`config.mk`:
```
export PLATFORM = sky130hd
export DESIGN_NAME = vdp_host_port
export DESIGN_NICKNAME = d
export VERILOG_FILES = /design/src/rtl/vdp_host_port.sv
export SDC_FILE = /design/constraint.sdc
export NUM_CORES = 1
export LEC_CHECK = 0
export BUFFER_PORTS_ARGS = -buffer_cell sky130_fd_sc_hd__buf_4
export CORE_ASPECT_RATIO = 0.9
export CORE_MARGIN = 5
export CORE_UTILIZATION = 55
export DETAILED_ROUTE_END_ITERATION = 16
export PLACE_DENSITY = 0.86
export SYNTH_ARGS = -nofsm -noshare
export SYNTH_HDL_FRONTEND = slang
export SYNTH_SLANG_ARGS = --single-unit
export TNS_END_PERCENT = 50
```
`constraint.sdc`:
```
create_clock -name write_clk -period 2.7 [get_ports write_clk]
set_clock_uncertainty 0.15 [all_clocks]
set_input_delay 0.405 -clock write_clk [delete_from_list [all_inputs] [get_ports write_clk]]
set_output_delay 0.405 -clock write_clk [all_outputs]
set_load 0.005 [all_outputs]
```
`src/rtl/vdp_host_port.sv`:
```
// vdp_host_port: CPU register port in front of the VDP write interface.
// Byte-wide register writes become single-cycle VRAM write strobes. It also
// provides an auto-incrementing address pointer and a fill engine that emits
// one strobe per cycle while busy.
module vdp_host_port #(
    parameter int         ADDR_WIDTH = 14,
    parameter logic [7:0] INCR_RESET = 8'd1
) (
    input  logic                  write_clk,
    input  logic                  reset,
    input  logic                  cpu_sel,
    input  logic                  cpu_we,
    input  logic [2:0]            cpu_reg,
    input  logic [7:0]            cpu_wdata,
    output logic [7:0]            cpu_rdata,
    output logic                  busy,
    output logic [ADDR_WIDTH-1:0] write_addr,
    output logic [7:0]            write_data,
    output logic                  write_enable
);

    localparam logic [2:0] R_ADDR_LO  = 3'd0;
    localparam logic [2:0] R_ADDR_HI  = 3'd1;
    localparam logic [2:0] R_DATA     = 3'd2;
    localparam logic [2:0] R_INCR     = 3'd3;
    localparam logic [2:0] R_FILL_LO  = 3'd4;
    localparam logic [2:0] R_FILL_HI  = 3'd5;
    localparam logic [2:0] R_FILL_VAL = 3'd6;
    localparam logic [2:0] R_CTRL     = 3'd7;

    typedef enum logic {IDLE, FILL} state_t;

    state_t                state_q, state_d;
    logic [ADDR_WIDTH-1:0] addr_q, addr_d;
    logic [7:0]            incr_q, incr_d;
    logic [ADDR_WIDTH-1:0] fill_count_q, fill_count_d;
    logic [7:0]            fill_val_q, fill_val_d;
    logic                  overflow_q, overflow_d;
    // Strobe from a DATA register write, registered one cycle after the access.
    logic                  dstb_q, dstb_d;
    logic [ADDR_WIDTH-1:0] dwaddr_q, dwaddr_d;
    logic [7:0]            dwdata_q, dwdata_d;
    logic [7:0]            rdata_q, rdata_d;

    logic [ADDR_WIDTH-1:0] incr_ext;
    logic [7:0]            rd_mux;
    logic                  filling;

    assign incr_ext = {{(ADDR_WIDTH-8){1'b0}}, incr_q};
    assign filling  = (state_q == FILL);

    // Fill strobes come straight from the FILL state so the first one lands in
    // the cycle right after START and each strobe shares its cycle with busy.
    assign busy         = filling;
    assign write_enable = dstb_q | filling;
    assign write_addr   = filling ? addr_q : dwaddr_q;
    assign write_data   = filling ? fill_val_q : dwdata_q;
    assign cpu_rdata    = rdata_q;

    // Read-back mux; DATA is write-only and reads as zero.
    always_comb begin
        rd_mux = 8'h00;
        case (cpu_reg)
            R_ADDR_LO:  rd_mux = addr_q[7:0];
            R_ADDR_HI:  rd_mux = 8'(addr_q[ADDR_WIDTH-1:8]);
            R_DATA:     rd_mux = 8'h00;
            R_INCR:     rd_mux = incr_q;
            R_FILL_LO:  rd_mux = fill_count_q[7:0];
            R_FILL_HI:  rd_mux = 8'(fill_count_q[ADDR_WIDTH-1:8]);
            R_FILL_VAL: rd_mux = fill_val_q;
            R_CTRL:     rd_mux = {6'b0, overflow_q, filling};
            default:    rd_mux = 8'h00;
        endcase
    end

    // Next-state: fill progression, register writes, reads and FSM.
    always_comb begin
        state_d      = state_q;
        addr_d       = addr_q;
        incr_d       = incr_q;
        fill_count_d = fill_count_q;
        fill_val_d   = fill_val_q;
        overflow_d   = overflow_q;
        dstb_d       = 1'b0;
        dwaddr_d     = dwaddr_q;
        dwdata_d     = dwdata_q;
        rdata_d      = rdata_q;

        // Each FILL cycle issues a strobe at the current address and consumes it.
        if (filling) begin
            addr_d       = addr_q + incr_ext;
            fill_count_d = fill_count_q - 1'b1;
            if (fill_count_q == {{(ADDR_WIDTH-1){1'b0}}, 1'b1})
                state_d = IDLE;
        end

        if (cpu_sel && !cpu_we)
            rdata_d = rd_mux;

        if (cpu_sel && cpu_we) begin
            if (filling) begin
                // Only CLR_OVF and ABORT are honoured mid-fill; anything else is lost.
                if (cpu_reg == R_CTRL) begin
                    if (cpu_wdata[1]) overflow_d = 1'b0;
                    if (cpu_wdata[2]) state_d    = IDLE;
                end else begin
                    overflow_d = 1'b1;
                end
            end else begin
                case (cpu_reg)
                    R_ADDR_LO:  addr_d[7:0] = cpu_wdata;
                    R_ADDR_HI:  addr_d[ADDR_WIDTH-1:8] = cpu_wdata[ADDR_WIDTH-9:0];
                    R_DATA: begin
                        dstb_d   = 1'b1;
                        dwaddr_d = addr_q;
                        dwdata_d = cpu_wdata;
                        addr_d   = addr_q + incr_ext;
                    end
                    R_INCR:     incr_d = cpu_wdata;
                    R_FILL_LO:  fill_count_d[7:0] = cpu_wdata;
                    R_FILL_HI:  fill_count_d[ADDR_WIDTH-1:8] = cpu_wdata[ADDR_WIDTH-9:0];
                    R_FILL_VAL: fill_val_d = cpu_wdata;
                    R_CTRL: begin
                        if (cpu_wdata[1]) overflow_d = 1'b0;
                        if (cpu_wdata[0] && (fill_count_q != '0)) state_d = FILL;
                    end
                    default: ;
                endcase
            end
        end
    end

    // State registers, all cleared asynchronously.
    always_ff @(posedge write_clk or posedge reset) begin
        if (reset) begin
            state_q      <= IDLE;
            addr_q       <= '0;
            incr_q       <= INCR_RESET;
            fill_count_q <= '0;
            fill_val_q   <= 8'h00;
            overflow_q   <= 1'b0;
            dstb_q       <= 1'b0;
            dwaddr_q     <= '0;
            dwdata_q     <= 8'h00;
            rdata_q      <= 8'h00;
        end else begin
            state_q      <= state_d;
            addr_q       <= addr_d;
            incr_q       <= incr_d;
            fill_count_q <= fill_count_d;
            fill_val_q   <= fill_val_d;
            overflow_q   <= overflow_d;
            dstb_q       <= dstb_d;
            dwaddr_q     <= dwaddr_d;
            dwdata_q     <= dwdata_d;
            rdata_q      <= rdata_d;
        end
    end

endmodule

```
==> metrics.csv <==
metric,value,unit
hpwl dp,7890,um
All-Layer GR Usage,23.6,%
Final nets,491,
first-pass GRT wire length,18700,um
Die Span Y,95.7,um
maximum clock rate,393,MHz
TritonCTS clock tree,built,
Critical Path RT,2790,ps
CP endpoint kind,register,
First-pass DRT Iterations,5,
Pleak,2.34,nW
MaxCap Viol Count,0,
vias,3586,
initial antenna violation count,0,
grt ovf,0,
Yosys cell types,60,
Finished Layout Cells,568,
CTS Buf Count,9,
num ports,47,
placed insts,551,
number of port buffers,46,
FF+latch area,1930,um^2
setup violators final,0,
Antenna diodes,0,
sequential fraction of the synthesis area,43.0,%
Setup CP Type,reg -> reg,
Mapped Nets,446,
clock-pin slew on the worst setup and hold paths,80,ps
max-slew violations,0,
fin worst setup slack,157,ps
vias per std cell,6.31,
largest net degree at the start of global routing,45,
final hold violations,0,
cell accounting for the most synthesized area,dfrtp_1,
outcome,"finished, final reports clean",
"Top FF cell, synth",dfrtp_1,
fillers,617,
Clock Latency Late Sink,350,ps
share of layout cells above drive strength 1,30.5,%
Worst-Margin Slew,591,ps
Post-DRT Antenna Nets,0,
min Tclk post-route,2540,ps
Synth Area per Inst,10.7,um^2
routed length per instance,19.6,um
final WL,11200,um
Critical Path Source Type,register,
yosys warns,0,
Hold WC Path Type,in -> reg,
Clock Tree Buf Depth,2,
vias in the first global route,3582,
depth of the CTS H-tree,3,
RSZ-0062 raised after global routing,no,
Rel. slew slack,60.6,%
Residual DRC,0,
Starting Density,56.2,%
asr flop ratio synth,100,%
Die X,105,um
Crit path arrival time,2630,ps
Post-synth EDFFs,0,
post-synth top area share,42.4,%
largest cells by area after synthesis,"dfrtp_1 (42%), mux2_2 (12%), mux2_4 (5.0%)",
cell row count,31,
dpl ws,104,ps
Post-Synthesis Cells,419,
Iter 0 DRT Violations,222,
clock sink count,77,
power density cells,954,nW/um^2
highest ir drop seen on vdd,0.000469,V
gp weighted congestion,0.896,
"Cell Area, Synth",4490,um^2
final period utilization,94.2,%
Fin Setup TNS,0,ps
multi-input logic area,2400,um^2
post-synthesis sequential element count,77,
root buf cell,clkbuf_8,
core outline area,7990,um^2
DIE AREA,10100,um^2
CP max FO,3,
Layout area overhead,14.9,%
-- cells in the mapped netlist, drive strengths merged, types with 4 or more instances --
master / number
inv: 10
clkbuf: 10
dfrtp: 76
mux2: 62
a21o: 8
a31oi: 4
xor2: 10
nand2b: 8
ha: 11
a211oi: 7
nand2: 22
o21ai: 18
a21oi: 26
nand3: 4
a221oi: 6
nor2: 39
xnor2: 8
nor3: 9
a22oi: 12
or3: 6
mux2i: 8
buf: 12
-- metal layers --
metal / GRT usage [%] / routed length, um / vias to the layer above
met4: 9.27 / 288 / 0
met3: 5.96 / 883 / 25
met1: 31.3 / 4800 / 1757
li1: - / - / 1623
met2: 37.4 / 5190 / 181
met5: 0 / 0 / -
-- cell usage in the layout, fill, tap and decap left out, drive strengths merged, types with 2 or more instances in the layout --
master	synthesis	routed
a211oi	7	7
a21o	8	8
a21oi	26	26
a221o	2	2
a221oi	6	6
a22oi	12	12
a31oi	4	4
and2	3	3
and3	3	3
and4bb	2	2
buf	12	55
bufinv	0	2
clkbuf	10	12
dfrtp	76	76
ha	11	11
inv	10	10
mux2	62	62
mux2i	8	8
nand2	22	22
nand2b	8	8
nand3	4	4
nor2	39	39
nor3	9	9
nor3b	2	2
nor4	2	2
o211ai	3	3
o21ai	18	18
o22ai	3	3
o31ai	3	3
or2	2	2
or3	6	6
xnor2	8	8
xor2	10	10
-- report_power, final --
group,switching [mW],internal (mW),total [mW]
clock network,0.414,0.520,0.934
logic,0.907,1.10,2.01
registers,0.421,1.55,1.97
total,1.74,3.18,4.92
-- critical path, cell delays in order (launching register included) --
cell	delay [ps]
dfstp_2	550
ha_1	190
inv_1	70
fa_1	390
nand2b_1	190
a21oi_2	200
o22ai_1	180
a21o_1	210
a221o_1	290
-- per-stage QoR --
stage          hold slack (ps)  area (um^2)  util (%)  total power [mW]
6_report                   185         5160      64.5              4.92
2_1_floorplan              296         4490         -              3.22
3_5_place_dp               320         4930      61.8              3.97
4_1_cts                    161         5150      64.5              4.93
5_1_grt                    168         5160      64.5              5.26
3_3_place_gp               310         4930      61.8              3.89
-- cell type report --
type                       instances  share of cell area, %
clock inverter                     4                   1.41
timing repair buffer              56                   8.93
clock buffer                      12                   2.62
multi-input combinational        310                   46.5
tap                               99                   2.40
inverter                          10                  0.728
sequential                        77                   37.4
-- cells by family after synthesis --
logic type / share of synthesized area, %
compound gates: 14.9
flops: 43.0
buf+inv: 3.65
simple gates: 12.3
xor+xnor: 3.51
mux: 19.1
fa+ha+maj: 3.51
-- repair_timing --
item	4_1_cts	5_1_grt
setup buffers	0	0
hold endpoints to repair	24	0
resized for setup	0	1
endpoints found under the setup margin	0	1
hold buffers	1	0
-- path summary, 6_finish.rpt --
check,startpoint,end,slack (ps),depth (start not counted)
setup / recovery,incr_q[0]$_DFFE_PP1P_,addr_q[8]$_DFF_PP0_,160,8
hold / removal,cpu_wdata[7],dwdata_q[7]$_DFFE_PP0P_,180,2
setup reg to reg,incr_q[0]$_DFFE_PP1P_,addr_q[8]$_DFF_PP0_,160,8
hold reg to reg,cpu_rdata[4]$_DFFE_PP0P_,cpu_rdata[4]$_DFFE_PP0P_,330,1
max in group asynchronous,reset,incr_q[0]$_DFFE_PP1P_,1110,4
min in group asynchronous,reset,fill_count_q[4]$_DFF_PP0_,510,3
-- state kept, by name (all words and copies together), names as in the netlist --
signal / flops
dwdata_q: 8
dstb_q: 1
dwaddr_q: 14
busy: 1
incr_q: 8
fill_count_q: 14
overflow_q: 1
fill_val_q: 8
cpu_rdata: 8
addr_q: 14
No activity file was read; power rests on OpenSTA's default activity.
